### config.mk
export PLATFORM = sky130hd
export DESIGN_NAME = led_display_row_sequencer
export DESIGN_NICKNAME = d
export VERILOG_FILES = /design/src/rtl/led_display_package.sv /design/src/rtl/led_display_row_timer.sv /design/src/rtl/led_display_row_sequencer.sv
export SDC_FILE = /design/constraint.sdc
export NUM_CORES = 1
export LEC_CHECK = 0
export CAP_MARGIN = 5
export CORE_MARGIN = 2
export CORE_UTILIZATION = 46
export DETAILED_ROUTE_END_ITERATION = 10
export PLACE_DENSITY = 0.79
export SYNTH_ARGS = -nofsm -noshare
export SYNTH_HDL_FRONTEND = slang
export SYNTH_SLANG_ARGS = --single-unit
### constraint.sdc
create_clock -name clk_in -period 2.1 [get_ports clk_in]
set_input_delay 0.42 -clock clk_in [delete_from_list [all_inputs] [get_ports clk_in]]
set_output_delay 0.42 -clock clk_in [all_outputs]
set_load 0.02 [all_outputs]
### src/rtl/led_display_package.sv
// -----------------------------------------------------------------------------
// led_display_package
// Shared types and constants for the LED display pipeline.
//   rgb_row_t / GL_RGB_ROW_W  : one scan row of RGB data (pattern gen -> PHY)
//   GL_NUM_ROW_ADDR / _W      : panel scan-row address space (16 rows, 4 bits)
//   row_seq_state_t           : states of led_display_row_sequencer
//   gl_max_u()                : constant-foldable max helper for sizing
// -----------------------------------------------------------------------------
package led_display_package;

    localparam int unsigned GL_RGB_ROW_W    = 24;
    typedef logic [GL_RGB_ROW_W-1:0] rgb_row_t;

    localparam int unsigned GL_NUM_ROW_ADDR = 16;
    localparam int unsigned GL_ROW_ADDR_W   = 4;

    typedef enum logic [2:0] {
        StIdle,
        StFetch,
        StShift,
        StWaitDone,
        StWaitDwell,
        StBlank,
        StLatch,
        StUnblank
    } row_seq_state_t;

    function automatic int unsigned gl_max_u(input int unsigned a, input int unsigned b);
        return (a > b) ? a : b;
    endfunction

endpackage

### src/rtl/led_display_row_timer.sv
// -----------------------------------------------------------------------------
// led_display_row_timer
// Loadable down-counter that saturates at zero, with a zero flag. Shared by the
// row sequencer's dwell and blank phases.
// Ports:
//   i_clk, i_rst_n : clock, asynchronous active-low reset (count resets to 0)
//   i_load         : load i_load_value this cycle (overrides the decrement)
//   i_load_value   : value to load
//   o_zero         : counter currently holds zero
// -----------------------------------------------------------------------------
module led_display_row_timer #(
    parameter int unsigned CNT_W = 8
) (
    input  logic             i_clk,
    input  logic             i_rst_n,
    input  logic             i_load,
    input  logic [CNT_W-1:0] i_load_value,
    output logic             o_zero
);

    logic [CNT_W-1:0] r_count;

    always_ff @(posedge i_clk or negedge i_rst_n) begin
        if (!i_rst_n) begin
            r_count <= '0;
        end else if (i_load) begin
            r_count <= i_load_value;
        end else if (r_count != '0) begin
            r_count <= r_count - 1'b1;
        end
    end

    assign o_zero = (r_count == '0);

endmodule

### src/rtl/led_display_row_sequencer.sv
// -----------------------------------------------------------------------------
// led_display_row_sequencer
// Pulls one row per scan line from the pattern generator, starts the PHY shift,
// then blanks, latches, updates the panel row address and holds the row lit for
// at least ROW_DWELL_CYCLES. Flags frame end (row 15 latched).
// Optional feature: define LED_DISPLAY_ROW_SEQ_ADDR_CHECK_EN to enable the
// row-address sequence checker (addr_error_out); otherwise it is tied to 0.
// Ports:
//   clk_in, n_reset_in        : clock, asynchronous active-low reset
//   enable_in                 : run request
//   row_in/row_valid_in/row_ready_out/row_address_in : row input handshake
//   phy_row_out, phy_start_out, phy_done_in          : PHY shift interface
//   latch_out, n_oe_out, addr_out                    : panel control
//   frame_done_out, addr_error_out                   : status pulses
// All outputs are registered.
// -----------------------------------------------------------------------------
module led_display_row_sequencer
    import led_display_package::*;
#(
    parameter int unsigned SYS_CLK_FREQ     = 100_000_000,
    parameter int unsigned ROW_DWELL_CYCLES = 2000,
    parameter int unsigned BLANK_CYCLES     = 16
) (
    input  logic                     clk_in,
    input  logic                     n_reset_in,
    input  logic                     enable_in,
    input  logic [GL_RGB_ROW_W-1:0]  row_in,
    input  logic                     row_valid_in,
    output logic                     row_ready_out,
    input  logic [GL_ROW_ADDR_W-1:0] row_address_in,
    output logic [GL_RGB_ROW_W-1:0]  phy_row_out,
    output logic                     phy_start_out,
    input  logic                     phy_done_in,
    output logic                     latch_out,
    output logic                     n_oe_out,
    output logic [GL_ROW_ADDR_W-1:0] addr_out,
    output logic                     frame_done_out,
    output logic                     addr_error_out
);

    localparam int unsigned CNT_MAX = gl_max_u(ROW_DWELL_CYCLES, BLANK_CYCLES);
    localparam int unsigned CNT_W   = $clog2(CNT_MAX + 1);

    if (ROW_DWELL_CYCLES < 1 || BLANK_CYCLES < 1 || SYS_CLK_FREQ == 0) begin : g_param_check
        $error("led_display_row_sequencer: invalid parameter value");
    end

    row_seq_state_t           r_state;
    row_seq_state_t           w_state_next;
    logic                     w_accept;
    logic                     w_tmr_load;
    logic [CNT_W-1:0]         w_tmr_value;
    logic                     w_tmr_zero;

    logic                     r_row_ready;
    rgb_row_t                 r_phy_row;
    logic [GL_ROW_ADDR_W-1:0] r_pending_addr;
    logic                     r_phy_start;
    logic                     r_latch;
    logic                     r_n_oe;
    logic [GL_ROW_ADDR_W-1:0] r_addr;
    logic                     r_frame_done;

    // r_row_ready is high exactly in FETCH, so this is the handshake.
    assign w_accept = (r_state == StFetch) && enable_in && row_valid_in && r_row_ready;

    led_display_row_timer #(
        .CNT_W (CNT_W)
    ) u_timer (
        .i_clk        (clk_in),
        .i_rst_n      (n_reset_in),
        .i_load       (w_tmr_load),
        .i_load_value (w_tmr_value),
        .o_zero       (w_tmr_zero)
    );

    always_comb begin
        w_state_next = r_state;
        w_tmr_load   = 1'b0;
        w_tmr_value  = '0;
        case (r_state)
            StIdle: begin
                if (enable_in) begin
                    w_state_next = StFetch;
                end
            end
            StFetch: begin
                if (!enable_in) begin
                    w_state_next = StIdle;
                end else if (w_accept) begin
                    w_state_next = StShift;
                end
            end
            StShift: begin
                w_state_next = StWaitDone;
            end
            StWaitDone: begin
                if (phy_done_in) begin
                    w_state_next = StWaitDwell;
                end
            end
            StWaitDwell: begin
                if (w_tmr_zero) begin
                    // BLANK exits on the zero flag, so loading N-1 gives N BLANK cycles.
                    w_tmr_load   = 1'b1;
                    w_tmr_value  = CNT_W'(BLANK_CYCLES - 1);
                    w_state_next = StBlank;
                end
            end
            StBlank: begin
                if (w_tmr_zero) begin
                    w_state_next = StLatch;
                end
            end
            StLatch: begin
                w_state_next = StUnblank;
            end
            StUnblank: begin
                w_tmr_load   = 1'b1;
                w_tmr_value  = CNT_W'(ROW_DWELL_CYCLES);
                w_state_next = StFetch;
            end
            default: begin
                w_state_next = StIdle;
            end
        endcase
    end

    always_ff @(posedge clk_in or negedge n_reset_in) begin
        if (!n_reset_in) begin
            r_state        <= StIdle;
            r_row_ready    <= 1'b0;
            r_phy_row      <= '0;
            r_pending_addr <= '0;
            r_phy_start    <= 1'b0;
            r_latch        <= 1'b0;
            r_n_oe         <= 1'b1;
            r_addr         <= '0;
            r_frame_done   <= 1'b0;
        end else begin
            r_state      <= w_state_next;
            r_row_ready  <= (w_state_next == StFetch);
            r_phy_start  <= (w_state_next == StShift);
            r_latch      <= (w_state_next == StLatch);
            r_frame_done <= (w_state_next == StLatch) &&
                            (r_pending_addr == GL_ROW_ADDR_W'(GL_NUM_ROW_ADDR - 1));
            if (w_accept) begin
                r_phy_row      <= row_in;
                r_pending_addr <= row_address_in;
            end
            if (w_state_next == StLatch) begin
                r_addr <= r_pending_addr;
            end
            // Panel stays dark from IDLE until the first row is latched; once lit it
            // stays lit through the next fetch/shift/dwell.
            case (w_state_next)
                StIdle, StBlank, StLatch: r_n_oe <= 1'b1;
                StUnblank:                r_n_oe <= 1'b0;
                default:                  r_n_oe <= r_n_oe;
            endcase
        end
    end

`ifdef LED_DISPLAY_ROW_SEQ_ADDR_CHECK_EN
    logic [GL_ROW_ADDR_W-1:0] r_exp_addr;
    logic                     r_addr_error;

    always_ff @(posedge clk_in or negedge n_reset_in) begin
        if (!n_reset_in) begin
            r_exp_addr   <= '0;
            r_addr_error <= 1'b0;
        end else begin
            r_addr_error <= w_accept && (row_address_in != r_exp_addr);
            // Match: expected+1 == address+1; mismatch: resync to address+1.
            if (w_accept) begin
                r_exp_addr <= row_address_in + 1'b1;
            end
        end
    end

    assign addr_error_out = r_addr_error;
`else
    assign addr_error_out = 1'b0;
`endif

    assign row_ready_out  = r_row_ready;
    assign phy_row_out    = r_phy_row;
    assign phy_start_out  = r_phy_start;
    assign latch_out      = r_latch;
    assign n_oe_out       = r_n_oe;
    assign addr_out       = r_addr;
    assign frame_done_out = r_frame_done;

endmodule

==> results.py, run 1 <==
metrics = {
    "yosys": {
        "synth_top_cells_by_area": "sky130_fd_sc_hd__dfrtp_1 57%, sky130_fd_sc_hd__mux2_2 14%, sky130_fd_sc_hd__mux2_4 2.7%, sky130_fd_sc_hd__o21ai_0 2.0%, sky130_fd_sc_hd__buf_6 2.0%",
        "postSynthAreaPerCell_um2": 12.7,
        "yosysTopAreaCell": "sky130_fd_sc_hd__dfrtp_1",
        "synth_area_um2": 2210,
        "mappedNetlistNets": 208,
        "synth-main-ff-cell": "sky130_fd_sc_hd__dfrtp_1",
        "flip_flop_and_latch_count_after_synthesis": 51,
        "postSynth.asyncResetShare": 1.00,
        "synth_enable_flop_cells": 0,
        "synth_cells": 174,
        "yosysMostFrequentCell": "sky130_fd_sc_hd__dfrtp_1",
        "seq_total_area_yosys": 0.577,
        "ys_types": 36,
        "synth_warnings": 0,
        "synth_top_cell_area_share": 0.565,
        "yosys-top-cells-count": "50 x sky130_fd_sc_hd__dfrtp_1, 28 x sky130_fd_sc_hd__mux2_2, 12 x sky130_fd_sc_hd__nand2_1, 9 x sky130_fd_sc_hd__o21ai_0",
    },
    "timing": {
        "min_period_ns": 1.92,
        "skew_ns": 0.00276,
        "report.final.setup_viol": 0,
        "maxSlewHeadroom": 0.654,
        "total_count_of_max_transition_violations_in_the_final_report": 0,
        "rsz_0062_raised_after_global_routing": "no",
        "report.final.hold_viol_count": 0,
        "worst_slew_pin_slew_ns": 0.519,
        "achievable_freq_ghz": 0.522,
        "final_min_period_over_clock_period": 0.913,
        "setup-tns-final_ns": 0,
    },
    "cells_and_area": {
        "multi_input_area_um2": 846,
        "stdcell_count": 298,
        "drive_gt1_frac": 0.201,
        "regArea_um2": 1280,
        "num-fill-cells": 366,
        "antennaDiodeCount": 0,
        "syn2layout_area_growth_pct": 36.2,
        "finalInstanceArea_um2": 3020,
        "final_net_count": 278,
    },
    "route": {
        "met2WireLength_um": 2100,
        "initialDrtViolationCount": 101,
        "m1WireLength_um": 1860,
        "met3RoutedLength_um": 326,
        "dr_total_vias": 1527,
        "route.detailed.drc": 0,
        "via_per_inst": 5.12,
        "top_layer": "met4",
        "detail-route-antenna-nets": 0,
        "route.final.wire_length_um": 4320,
        "drt_pre_antenna_iters": 4,
        "routed_len_inst_um": 14.5,
    },
    "clock_network": {
        "cts_tree": "done",
        "worst_setup_hold_path_clk_slew_ns": 0.09,
        "clk_root_buffer_cell": "sky130_fd_sc_hd__clkbuf_8",
        "cts_made_buffers": 5,
        "cts_max_level": 2,
        "clkLatencyLatePin_ns": 0.30,
        "cts.repair.resized": 0,
        "tritoncts_num_sinks": 51,
        "max-clock-path-buffers": 2,
    },
    "critical_path": {
        "ff2ff_setup_slack_ns": 0.18,
        "ff2ff_path_depth": 6,
        "critical_path.endpoint_type": "flip-flop",
        "worstPathMaxFanout": 7,
        "required_ns": 2.29,
        "rr_endpoint": "addr_out[0]",
        "crit_arrival_ns": 2.11,
        "timing.rr.start": "u_timer.r_count[0]",
        "worst_setup_path_start_kind": "flip-flop",
        "critPathKind": "flip-flop to flip-flop",
        "crit_path_start": "u_timer.r_count[0]",
    },
    "placed_design": {
        "post_dp_cell_area_um2": 2910,
        "place.gp.congestion": 0.822,
        "cell_count_after_placement": 290,
        "dp.final_hpwl_um": 3180,
        "buffer_ports.inserted": 65,
    },
    "power_and_ir_drop": {
        "power-per-cell-area_nw_per_um2": 1310,
        "vdd.ir_drop.worst_mv": 0.749,
        "cellLeakagePower_nw": 1.32,
    },
    "grt": {
        "grt_max_degree": 31,
        "wire_length_of_the_first_global_routing_pass_um": 7170,
        "number_of_global_route_vias_before_repair": 1521,
        "track_usage": 0.176,
        "antenna_found_initial": 0,
        "globalRouteOverflowTotal": 0,
    },
    "floorplan": {
        "die-area_um2": 5380,
        "std_cell_rows": 25,
        "chipHeight_um": 73.4,
        "number_of_placed_i_o_pins": 67,
        "initial_utilization": 0.472,
        "floorplan.die.width_um": 73.4,
        "fp.coreArea_um2": 4690,
    },
    "run": {
        "cap_violations": 0,
    },
    "run_status": {
        "outcome": "finished, final reports clean",
    },
    "hold_path": {
        "holdCritPathClass": "input pin to async pin",
    },
}
[critical path: stages, from the launching register on]
cell and delay, ns:
sky130_fd_sc_hd__dfrtp_1 0.43, sky130_fd_sc_hd__inv_1 0.11, sky130_fd_sc_hd__ha_1 0.22, sky130_fd_sc_hd__nor2b_1 0.26, sky130_fd_sc_hd__and4_1 0.30, sky130_fd_sc_hd__nand3_4 0.16, sky130_fd_sc_hd__mux2_4 0.34
[stage by stage]
stage	hold slack [ns]	worst slack, ns	total power, mW	utilization
floorplan	0.124	0.333	2.61	-
finish	0.0884	0.184	3.96	0.643
global route	0.123	0.0259	4.22	0.643
detailed placement	0.425	0.0819	3.33	0.619
global placement	0.430	0.109	3.27	0.619
CTS	0.0971	0.138	3.99	0.641
[area by class of cell]
class	count	area share
Timing Repair Buffer	70	0.231
Sequential cell	51	0.424
Multi-Input combinational cell	109	0.280
Clock buffer	6	0.0241
Clock inverter	1	0.00996
Tap cell	54	0.0224
Inverter	7	0.00871
[metal layers]
layer,GRT usage,up-vias
li1,-,744
met1,0.230,728
met2,0.280,51
met3,0.0658,4
met4,0.0424,0
met5,0,-
[timing repair]
action | 4_1_cts | 5_1_grt
setup buffers | 0 | 1
endpoints found under the setup margin | 0 | 1
hold buffers | 0 | 0
[worst max-delay path by stage]
stage | slack, ns | end
final | 0.18 | addr_out[0]
after global routing | 0.03 | u_timer.r_count[1]
after CTS | 0.14 | u_timer.r_count[3]
after detailed placement | 0.08 | phy_row_out[3]
after global placement | 0.11 | phy_row_out[17]
after floorplan | 0.33 | addr_out[0]
[sequential cells by signal, summed over array words and instances, names as in the netlist]
| signal | flops |
|---|---|
| addr_out | 4 |
| phy_row_out | 24 |
| phy_start_out | 1 |
| frame_done_out | 1 |
| row_ready_out | 1 |
| n_oe_out | 1 |
| u_timer.r_count | 11 |
| latch_out | 1 |
| r_state | 3 |
| r_pending_addr | 4 |
[cells in the final DEF (no fill, tap or decap)]
master / Yosys / routed
sky130_fd_sc_hd__clkdlybuf4s50_1: 0 / 64
sky130_fd_sc_hd__dfrtp_1: 50 / 50
sky130_fd_sc_hd__mux2_2: 28 / 28
sky130_fd_sc_hd__nand2_1: 12 / 12
sky130_fd_sc_hd__o21ai_0: 9 / 9
sky130_fd_sc_hd__inv_1: 7 / 7
sky130_fd_sc_hd__nand3_1: 7 / 7
sky130_fd_sc_hd__nor2_1: 6 / 6
sky130_fd_sc_hd__nor3_1: 5 / 5
sky130_fd_sc_hd__clkbuf_8: 0 / 5
sky130_fd_sc_hd__a21oi_1: 4 / 4
sky130_fd_sc_hd__mux2_4: 4 / 4
sky130_fd_sc_hd__xor2_1: 4 / 4
sky130_fd_sc_hd__buf_4: 2 / 4
sky130_fd_sc_hd__nor2b_1: 3 / 3
sky130_fd_sc_hd__and2_1: 3 / 3
sky130_fd_sc_hd__nand4_1: 3 / 3
sky130_fd_sc_hd__nor4_1: 2 / 2
sky130_fd_sc_hd__mux2i_1: 2 / 2
sky130_fd_sc_hd__a211oi_1: 2 / 2
sky130_fd_sc_hd__nand2b_1: 1 / 1
sky130_fd_sc_hd__nor3_4: 1 / 1
sky130_fd_sc_hd__or3_4: 1 / 1
sky130_fd_sc_hd__and4_1: 1 / 1
sky130_fd_sc_hd__nand3_4: 1 / 1
sky130_fd_sc_hd__o41ai_1: 1 / 1
sky130_fd_sc_hd__or4_1: 1 / 1
sky130_fd_sc_hd__and3_1: 1 / 1
sky130_fd_sc_hd__o31ai_1: 1 / 1
sky130_fd_sc_hd__and2_2: 1 / 1
sky130_fd_sc_hd__a221oi_1: 1 / 1
sky130_fd_sc_hd__o21bai_1: 1 / 1
sky130_fd_sc_hd__xnor2_1: 1 / 1
sky130_fd_sc_hd__ha_1: 1 / 1
sky130_fd_sc_hd__conb_1: 1 / 1
sky130_fd_sc_hd__bufinv_16: 0 / 1
sky130_fd_sc_hd__clkbuf_1: 1 / 1
sky130_fd_sc_hd__buf_2: 0 / 1
sky130_fd_sc_hd__dfstp_2: 1 / 1
sky130_fd_sc_hd__buf_12: 0 / 1
[cell families (layout without fill, tap and decap cells)]
group	count (synthesis)	in the layout	synth area share
buf+inv	14	84	0.0407
simple gates	49	49	0.126
xor+xnor	5	5	0.0198
flops	51	51	0.577
mux	34	34	0.179
compound gates	19	19	0.0509
other cells	1	1	0.00169
fa+ha+maj	1	1	0.00565
[power breakdown]
group          leakage [nW]  total (mW)  internal, mW  switching, mW
sequential            0.623        1.67          1.37          0.301
combinational         0.645        1.64         0.867          0.773
clock                0.0513       0.650         0.349          0.300
No activity file was read; power rests on OpenSTA's default activity.
==> inputs of run 2 (changes only) <==
CORE_MARGIN = 3   (was 2)
REMOVE_ABC_BUFFERS = 1   (was not set)
==> run 2 against run 1 <==
Register-to-register slack got worse by 0.03 ns; worst setup slack got worse by 0.027 ns; cell area rose by 0.50%; count of clock-buffer cells in the layout did not move; first-iteration DRC count fell by 41%; sequential share of layout area fell by 0.21 points; clock skew barely moved; global-route usage fell by 0.50 points; via count rose by 1.6%; combinational power barely moved; critical path type unchanged; clock power rose by 22%.
==> results.py, run 2 (same netlist as run 1, synthesis figures left out) <==
metrics = {
    "clock_network": {
        "cts.hold.buffers_added": 0,
        "cts.repair.resized": 0,
        "max-clock-path-buffers": 2,
        "clkLatencyLatePin_ns": 0.30,
        "cts_max_level": 2,
        "clk_root_buffer_cell": "sky130_fd_sc_hd__clkbuf_8",
        "tritoncts_num_sinks": 51,
        "cts_made_buffers": 5,
        "postCtsSetupBuffers": 0,
        "worst_setup_hold_path_clk_slew_ns": 0.09,
        "cts_tree": "done",
    },
    "route": {
        "initialDrtViolationCount": 60,
        "drt_pre_antenna_iters": 4,
        "route.detailed.drc": 0,
        "route.final.wire_length_um": 4520,
        "detail-route-antenna-nets": 0,
        "via_per_inst": 5.22,
        "dr_total_vias": 1551,
        "routed_len_inst_um": 15.2,
    },
    "timing": {
        "rsz_0062_raised_after_global_routing": "no",
        "report.final.setup_viol": 0,
        "setup-tns-final_ns": 0,
        "skew_ns": 0.00287,
        "min_period_ns": 1.94,
        "total_count_of_max_transition_violations_in_the_final_report": 0,
        "worst_slack_ns": 0.157,
        "final_min_period_over_clock_period": 0.925,
        "report.final.hold_viol_count": 0,
        "achievable_freq_ghz": 0.515,
        "hold-worst-slack_ns": 0.0606,
    },
    "cells_and_area": {
        "layout.cells.most_common_list": "64 x sky130_fd_sc_hd__clkdlybuf4s50_1, 50 x sky130_fd_sc_hd__dfrtp_1, 28 x sky130_fd_sc_hd__mux2_2",
        "postLayoutCoreUtil": 0.673,
        "drive_gt1_frac": 0.204,
        "final_net_count": 278,
        "mostFrequentLayoutCell": "sky130_fd_sc_hd__clkdlybuf4s50_1",
        "stdcell_count": 297,
        "finalInstanceArea_um2": 3030,
        "num-fill-cells": 343,
        "antennaDiodeCount": 0,
        "syn2layout_area_growth_pct": 36.9,
        "largest_reg_flops": 24,
    },
    "critical_path": {
        "rr_endpoint": "addr_out[3]",
        "required_ns": 2.30,
        "ff2ff_path_depth": 6,
        "worstPathMaxFanout": 7,
        "worst_setup_path_start_kind": "flip-flop",
        "critical_path.endpoint_type": "flip-flop",
        "crit_arrival_ns": 2.14,
        "critPathKind": "flip-flop to flip-flop",
        "ff2ff_setup_slack_ns": 0.16,
        "timing.rr.start": "u_timer.r_count[0]",
    },
    "placed_design": {
        "cell_count_after_placement": 288,
        "post_dp_cell_area_um2": 2890,
        "place.gp.congestion": 0.804,
        "dpl_worst_slack_ns": 0.0757,
        "dp.final_hpwl_um": 3350,
        "buffer_ports.inserted": 65,
    },
    "power_and_ir_drop": {
        "power-per-cell-area_nw_per_um2": 1350,
        "p_int_mw": 2.71,
        "cellLeakagePower_nw": 1.33,
        "swShare": 0.339,
        "share_seq_of_total_power": 0.407,
        "share_comb_of_total_power": 0.400,
        "power_switching_mw": 1.39,
        "power.share.clock": 0.193,
        "totalPowerFinal_mw": 4.09,
        "vdd.ir_drop.worst_mv": 0.727,
    },
    "grt": {
        "number_of_global_route_vias_before_repair": 1517,
        "globalRouteOverflowTotal": 0,
        "grt_max_degree": 31,
        "track_usage": 0.171,
        "wire_length_of_the_first_global_routing_pass_um": 7160,
        "antenna_found_initial": 0,
    },
    "floorplan": {
        "std_cell_rows": 24,
        "die-area_um2": 5680,
        "initial_utilization": 0.491,
        "chipHeight_um": 75.4,
        "fp.coreArea_um2": 4500,
        "floorplan.die.width_um": 75.4,
        "number_of_placed_i_o_pins": 67,
    },
    "run_status": {
        "outcome": "finished, final reports clean",
    },
    "run": {
        "cap_violations": 0,
    },
    "hold_path": {
        "holdCritPathClass": "input pin to async pin",
    },
}
[run 2: cell count changes in the layout (fill, tap and decap cells not counted), sizes merged]
cell | before | now
bufinv | 1 | 2
[run 2: worst max path at each step]
stage	startpoint	slack [ns]	end
5_1_grt	u_timer.r_count[0]	0.01	addr_out[3]
4_1_cts	u_timer.r_count[0]	0.16	addr_out[3]
6_report	u_timer.r_count[0]	0.16	addr_out[3]
2_1_floorplan	u_timer.r_count[0]	0.29	addr_out[0]
3_3_place_gp	row_valid_in	0.11	phy_row_out[16]
3_5_place_dp	row_valid_in	0.08	phy_row_out[21]
[run 2: worst max-delay path: stages, from the launching register on]
cell	delay (ns)
sky130_fd_sc_hd__dfrtp_1	0.44
sky130_fd_sc_hd__inv_1	0.11
sky130_fd_sc_hd__ha_1	0.23
sky130_fd_sc_hd__nor2b_1	0.26
sky130_fd_sc_hd__and4_1	0.31
sky130_fd_sc_hd__nand3_4	0.15
sky130_fd_sc_hd__mux2_4	0.33
[run 2: cell type report]
| type | count | area, um^2 | share of cell area |
|---|---|---|---|
| flip-flops and latches | 51 | 1280 | 0.422 |
| clock inverters | 2 | 60.1 | 0.0198 |
| repair buffers | 70 | 683 | 0.225 |
| inverters | 7 | 26.3 | 0.00867 |
| well taps | 52 | 65.1 | 0.0215 |
| clock buffers | 6 | 72.6 | 0.0239 |
| multi-input cells | 109 | 846 | 0.279 |
[run 2: layer usage]
metal	track usage	vias to the layer above	wire (um)
li1	-	744	-
met2	0.265	32	2340
met3	0.0528	9	206
met5	0	-	0
met4	0.0777	0	102
met1	0.222	766	1870
[run 2: power groups by stage]
| stage | Sequential, mW | Clock [mW] | Combinational [mW] |
|---|---|---|---|
| after floorplan | 1.95 | 0 | 0.621 |
| after global placement | 1.67 | 0 | 1.62 |
| after detailed placement | 1.69 | 0 | 1.65 |
| after CTS | 1.67 | 0.815 | 1.66 |
| after global routing | 1.73 | 0.853 | 1.78 |
| final | 1.67 | 0.790 | 1.64 |
